===== src/rtl/fb_arbiter.sv =====
// fb_arbiter: round-robin arbiter that shares one flushbuffer among NREQ consumers.
// The winner's flush length drives fb_N; the ld_bfr/incnt snapshot returns with its ack.
module fb_arbiter #(
  parameter int NREQ    = 4,
  parameter int TIMEOUT = 64
) (
  input  logic                 clk,
  input  logic                 rst,
  input  logic [NREQ-1:0]      req,
  input  logic [NREQ*32-1:0]   req_n,
  output logic [NREQ-1:0]      ack,
  output logic [NREQ-1:0]      grant,
  output logic [31:0]          resp_ld_bfr,
  output logic [31:0]          resp_incnt,
  output logic                 err,
  output logic [31:0]          fb_N,
  output logic                 fb_in_valid,
  input  logic                 fb_done,
  input  logic [31:0]          ld_bfr,
  input  logic [31:0]          incnt
);

  localparam int IDX_W = $clog2(NREQ);
  localparam int CNT_W = $clog2(TIMEOUT);

  typedef enum logic [1:0] {
    IDLE,
    BUSY,
    DRAIN
  } state_e;

  state_e           state_q,    state_d;
  logic [NREQ-1:0]  grant_q,    grant_d;
  logic [NREQ-1:0]  ack_q,      ack_d;
  logic [IDX_W-1:0] owner_q,    owner_d;
  logic [IDX_W-1:0] rr_ptr_q,   rr_ptr_d;
  logic [CNT_W-1:0] wait_cnt_q, wait_cnt_d;
  logic [31:0]      fb_n_q,     fb_n_d;
  logic [31:0]      resp_ld_q,  resp_ld_d;
  logic [31:0]      resp_inc_q, resp_inc_d;
  logic             fb_valid_q, fb_valid_d;
  logic             err_q,      err_d;

  logic             win_found;
  logic [IDX_W-1:0] win_idx;

  // First requester at or after rr_ptr, wrapping modulo NREQ.
  always_comb begin
    int idx;
    win_found = 1'b0;
    win_idx   = '0;
    for (int k = 0; k < NREQ; k++) begin
      idx = int'(rr_ptr_q) + k;
      if (idx >= NREQ) idx = idx - NREQ;
      if (!win_found && req[IDX_W'(idx)]) begin
        win_found = 1'b1;
        win_idx   = IDX_W'(idx);
      end
    end
  end

  always_comb begin
    // NOTE: every next-state signal gets a default here so no path leaves one unassigned and infers a latch.
    state_d    = state_q;
    grant_d    = grant_q;
    owner_d    = owner_q;
    rr_ptr_d   = rr_ptr_q;
    wait_cnt_d = wait_cnt_q;
    fb_n_d     = fb_n_q;
    fb_valid_d = fb_valid_q;
    resp_ld_d  = resp_ld_q;
    resp_inc_d = resp_inc_q;
    ack_d      = '0;
    err_d      = 1'b0;

    unique case (state_q)
      IDLE: begin
        if (win_found) begin
          state_d    = BUSY;
          owner_d    = win_idx;
          grant_d    = NREQ'(1) << win_idx;
          fb_n_d     = req_n[32*win_idx +: 32];
          fb_valid_d = 1'b1;
          wait_cnt_d = '0;
        end
      end
      BUSY: begin
        wait_cnt_d = wait_cnt_q + 1'b1;
        // A done seen in the first BUSY cycle is left over from the previous flush.
        if (fb_done && (wait_cnt_q != '0)) begin
          resp_ld_d  = ld_bfr;
          resp_inc_d = incnt;
          ack_d      = grant_q;
          grant_d    = '0;
          fb_valid_d = 1'b0;
          state_d    = DRAIN;
        end else if (wait_cnt_q == CNT_W'(TIMEOUT - 1)) begin
          ack_d      = grant_q;
          err_d      = 1'b1;
          grant_d    = '0;
          fb_valid_d = 1'b0;
          state_d    = DRAIN;
        end
      end
      DRAIN: begin
        rr_ptr_d = (owner_q == IDX_W'(NREQ - 1)) ? '0 : owner_q + 1'b1;
        state_d  = IDLE;
      end
      default: state_d = IDLE;
    endcase
  end

  always_ff @(posedge clk) begin
    // NOTE: registers take non-blocking assignments so every flop samples pre-edge values.
    if (rst) begin
      state_q    <= IDLE;
      grant_q    <= '0;
      ack_q      <= '0;
      owner_q    <= '0;
      rr_ptr_q   <= '0;
      wait_cnt_q <= '0;
      fb_n_q     <= '0;
      fb_valid_q <= 1'b0;
      resp_ld_q  <= '0;
      resp_inc_q <= '0;
      err_q      <= 1'b0;
    end else begin
      state_q    <= state_d;
      grant_q    <= grant_d;
      ack_q      <= ack_d;
      owner_q    <= owner_d;
      rr_ptr_q   <= rr_ptr_d;
      wait_cnt_q <= wait_cnt_d;
      fb_n_q     <= fb_n_d;
      fb_valid_q <= fb_valid_d;
      resp_ld_q  <= resp_ld_d;
      resp_inc_q <= resp_inc_d;
      err_q      <= err_d;
    end
  end

  assign ack         = ack_q;
  assign grant       = grant_q;
  assign err         = err_q;
  assign fb_N        = fb_n_q;
  assign fb_in_valid = fb_valid_q;
  assign resp_ld_bfr = resp_ld_q;
  assign resp_incnt  = resp_inc_q;

endmodule


===== config.mk =====
export PLATFORM = sky130hd
export DESIGN_NAME = fb_arbiter
export DESIGN_NICKNAME = d
export VERILOG_FILES = /design/src/rtl/fb_arbiter.sv
export SDC_FILE = /design/constraint.sdc
export NUM_CORES = 1
export LEC_CHECK = 0
export CORE_AREA = 2 2 120 122
export CTS_CLUSTER_DIAMETER = 40
export DETAILED_ROUTE_END_ITERATION = 6
export DIE_AREA = 0 0 122 124
export GPL_TIMING_DRIVEN = 0
export PLACE_DENSITY_LB_ADDON = 0.3
export SLEW_MARGIN = 20
export SYNTH_ARGS = -nofsm -noshare
export SYNTH_HDL_FRONTEND = slang
export SYNTH_SLANG_ARGS = --single-unit

===== constraint.sdc =====
create_clock -name clk -period 4.1 [get_ports clk]
set_input_delay 1.23 -clock clk [delete_from_list [all_inputs] [get_ports clk]]
set_output_delay 1.23 -clock clk [all_outputs]
set_load 0.1 [all_outputs]

==> flow_metrics.tcl <==
set metrics [dict create \
    grt_pass1_wl_um 29100 \
    synth_xor_area_frac 0 \
    status "completed" \
    use_met1 0.283 \
    setup_ws_ns 0.916 \
    drtIter0Drc 311 \
    track_usage 0.252 \
    post-cts-setup-buffers 0 \
    cts_buffer_depth 2 \
    pwr-share-clk 0.391 \
    min_from "resp_ld_bfr[0]$_SDFFE_PP0P_" \
    antenna_cells 0 \
    yosysSeqAreaShare 0.441 \
    arrival_ns 1.95 \
    pre_cts_ws_ns 0.677 \
    tightest_slew_ns 1.05 \
    critical_path_buf_inv_count 1 \
    power_density_nw_per_um2 420 \
    grt_max_degree 17 \
    port_buffers 303 \
    ff2ff_setup_slack_ns 2.05 \
    rows 43 \
    cts_tree "built" \
    start_util 0.391 \
    setup_viol 0 \
    gp_congestion 0.874 \
    grt_overflow 0 \
    use_met3 0.0824 \
    final_antenna_net_count 0 \
    vias_per_cell 5.22 \
    synthArstFlopShare 0 \
    final_nets 1197 \
    synth_compound_area_frac 0.284 \
    ys_types 43 \
    grt_pass1_vias 5645 \
    synth_top_area_frac 0.441 \
    antenna_found_initial 0 \
    synthTopCellsByArea "dfxtp_1, nand2_1, a21oi_1" \
    finalHoldViolCount 0 \
    vias 6195 \
    setup.worst_path.start "fb_N[9]$_SDFFE_PP0P_" \
    regToRegEndpoint "resp_ld_bfr[5]$_SDFFE_PP0P_" \
    synth_top_family_by_area "compound AO/OA/AOI/OAI gates" \
    ys_ff_latch 118 \
    synth_ff_type "dfxtp_1" \
    r2r-start "wait_cnt_q[0]$_SDFFE_PP0P_" \
    hold_class "register to register" \
    yosys_warnings 0 \
    synth_common_cells "nand2_1, dfxtp_1, a21oi_1, nor2_1, nand3_1" \
    cellLeakagePower_uw 0.00329 \
    place_hpwl_um 15000 \
    root_buffer "clkbuf_16" \
    p_switching_uw 1270 \
    drc 0 \
    ios 305 \
    pwr-share-seq 0.324 \
    fp.dieW_um 122 \
    fin_crit_ns 3.18 \
    cts.repair.resized 0 \
    rsz0062_at_grt "false" \
    critPathMaxStageDelay_ns 1.17 \
    synthAdderAreaFrac 0.00700 \
    fmax_ghz 0.314 \
    die_h_um 124 \
    hold_buffers 0 \
    synthToLayoutAreaGrowth_pct 71.9 \
    finalCritPeriodShare 0.777 \
    grt_util_met2 0.433 \
    core_um2 13700 \
    maxSlewViolCount 0 \
    yosysMostFrequentCell "nand2_1" \
    cts_made_buffers 17 \
    first_pass_iters 5 \
    crit_family "buffers and inverters" \
    crit_type "register to primary output" \
    cp-end-kind "primary output" \
    postSynthCellCount 673 \
    syn_area_um2 5360 \
    top_usage_layer "met2" \
    die-area_um2 15100 \
    htreeDepth 4 \
    synthMuxAreaShare 0.00373 \
    combPwrFrac 0.286 \
    synth_nets 875 \
    yosys.area.top_type "dfxtp_1" \
    maxCapViolCount 0 \
    clk_pin_slew_worst_paths_ns 0.06 \
    slew_headroom 0.299 \
    internal_power_uw 2600 \
    vdd_drop_max_v 0.000360 \
    cp_cell_sequence "clkdlybuf4s50_1" \
    avgSynthCellArea_um2 7.97 \
    worstHoldEndpoint "resp_ld_bfr[0]$_SDFFE_PP0P_" \
    cp.required_ns 2.87 \
    cp_max_fo 2 \
    drive_gt1_frac 0.0705 \
    clkLatencyLatePin_ns 0.42 \
    min_delay_path_depth 2 \
    reg2reg_depth 8 \
    critical_path.slowest_cell "clkdlybuf4s50_1" \
    worst_setup_path_start_kind "register" \
    drt_wl_total_um 20100 \
    swShare 0.329 \
    cts.sinks 118 \
    finalSetupTns_ns 0 \
    synth_edf_count 0 \
    synth-simple-area-share 0.207 \
    wire_per_inst_um 16.9 \
    skew_ns 0.00977 \
]
-- placed cells by master (no fill, tap or decap), types with 14 or more instances in the layout --
master,synthesis,final
buf_2,15,15
nand3_1,42,42
nand2_1,141,141
dfxtp_1,118,118
a211oi_1,21,21
clkbuf_16,0,17
clkbuf_1,34,36
clkdlybuf4s50_1,0,303
a211oi_2,14,14
a21oi_1,73,73
nor2_1,53,53
a21o_1,32,32
o21ai_0,40,40
a221oi_1,29,29
-- power groups by stage --
stage | combinational [uW] | clock, uW | sequential [uW]
global placement | 1090 | 0 | 1270
floorplan | 267 | 0 | 1710
global route | 1160 | 1590 | 1260
detailed placement | 1100 | 0 | 1270
CTS | 1110 | 1530 | 1250
finish | 1110 | 1510 | 1250
-- flip-flops by register name (all words and copies together) (netlist names) --
register     flops
fb_N            32
resp_incnt      32
resp_ld_bfr     32
wait_cnt_q       6
ack              4
grant            4
owner_q          2
rr_ptr_q         2
state_q          2
err              1
fb_in_valid      1
-- per-stage QoR --
stage                     power [uW]  instance area [um2]   util  std cells  hold slack (ns)
after floorplan                 1980                 5360      -        673            0.440
after global placement          2370                 8620  0.628       1156            0.441
after detailed placement        2380                 8620  0.628       1156            0.446
after CTS                       3890                 9220  0.672       1187            0.452
after global routing            4000                 9220  0.672       1187            0.465
final                           3870                 9220  0.672       1187            0.449
-- cell families (layout without fill, tap and decap cells) --
group,count (synthesis),count (layout)
AND/OR/NAND/NOR,259,259
buffers and inverters,65,399
AO/OA/AOI/OAI,226,226
multiplexers,2,2
adder cells (fa/ha/maj),3,3
flip-flops,118,118
-- worst min-delay path: cells and delay by family, from the launching register on --
| family | cells | cell delay, ns |
|---|---|---|
| flip-flops | 1 | 0.30 |
| AO/OA/AOI/OAI | 1 | 0.05 |
| AND/OR/NAND/NOR | 1 | 0.05 |
-- layout make-up --
cell class / count / area (um2)
inverter: 5 / 18.8
timing repair buffer: 303 / 3030
multi-input combinational: 490 / 2690
buffer: 60 / 289
sequential: 118 / 2360
clock inverter: 9 / 124
tap: 180 / 225
fill: 1171 / 4500
clock buffer: 22 / 474
-- how the worst max path moves through the flow --
| stage | to | cells after the start |
|---|---|---|
| after global placement | fb_N[2]$_SDFFE_PP0P_ | 7 |
| after global routing | fb_N[9] | 1 |
| after floorplan | fb_N[18]$_SDFFE_PP0P_ | 8 |
| final | fb_N[9] | 1 |
| after CTS | fb_N[0] | 1 |
| after detailed placement | fb_N[30]$_SDFFE_PP0P_ | 7 |
-- metal layers --
| metal | share of wire | wire length, um |
|---|---|---|
| met2 | 0.50 | 9970 |
| met4 | 0.031 | 617 |
| met3 | 0.081 | 1630 |
| met1 | 0.39 | 7860 |
| met5 | 0 | 0 |
No activity file was read; power rests on OpenSTA's default activity.
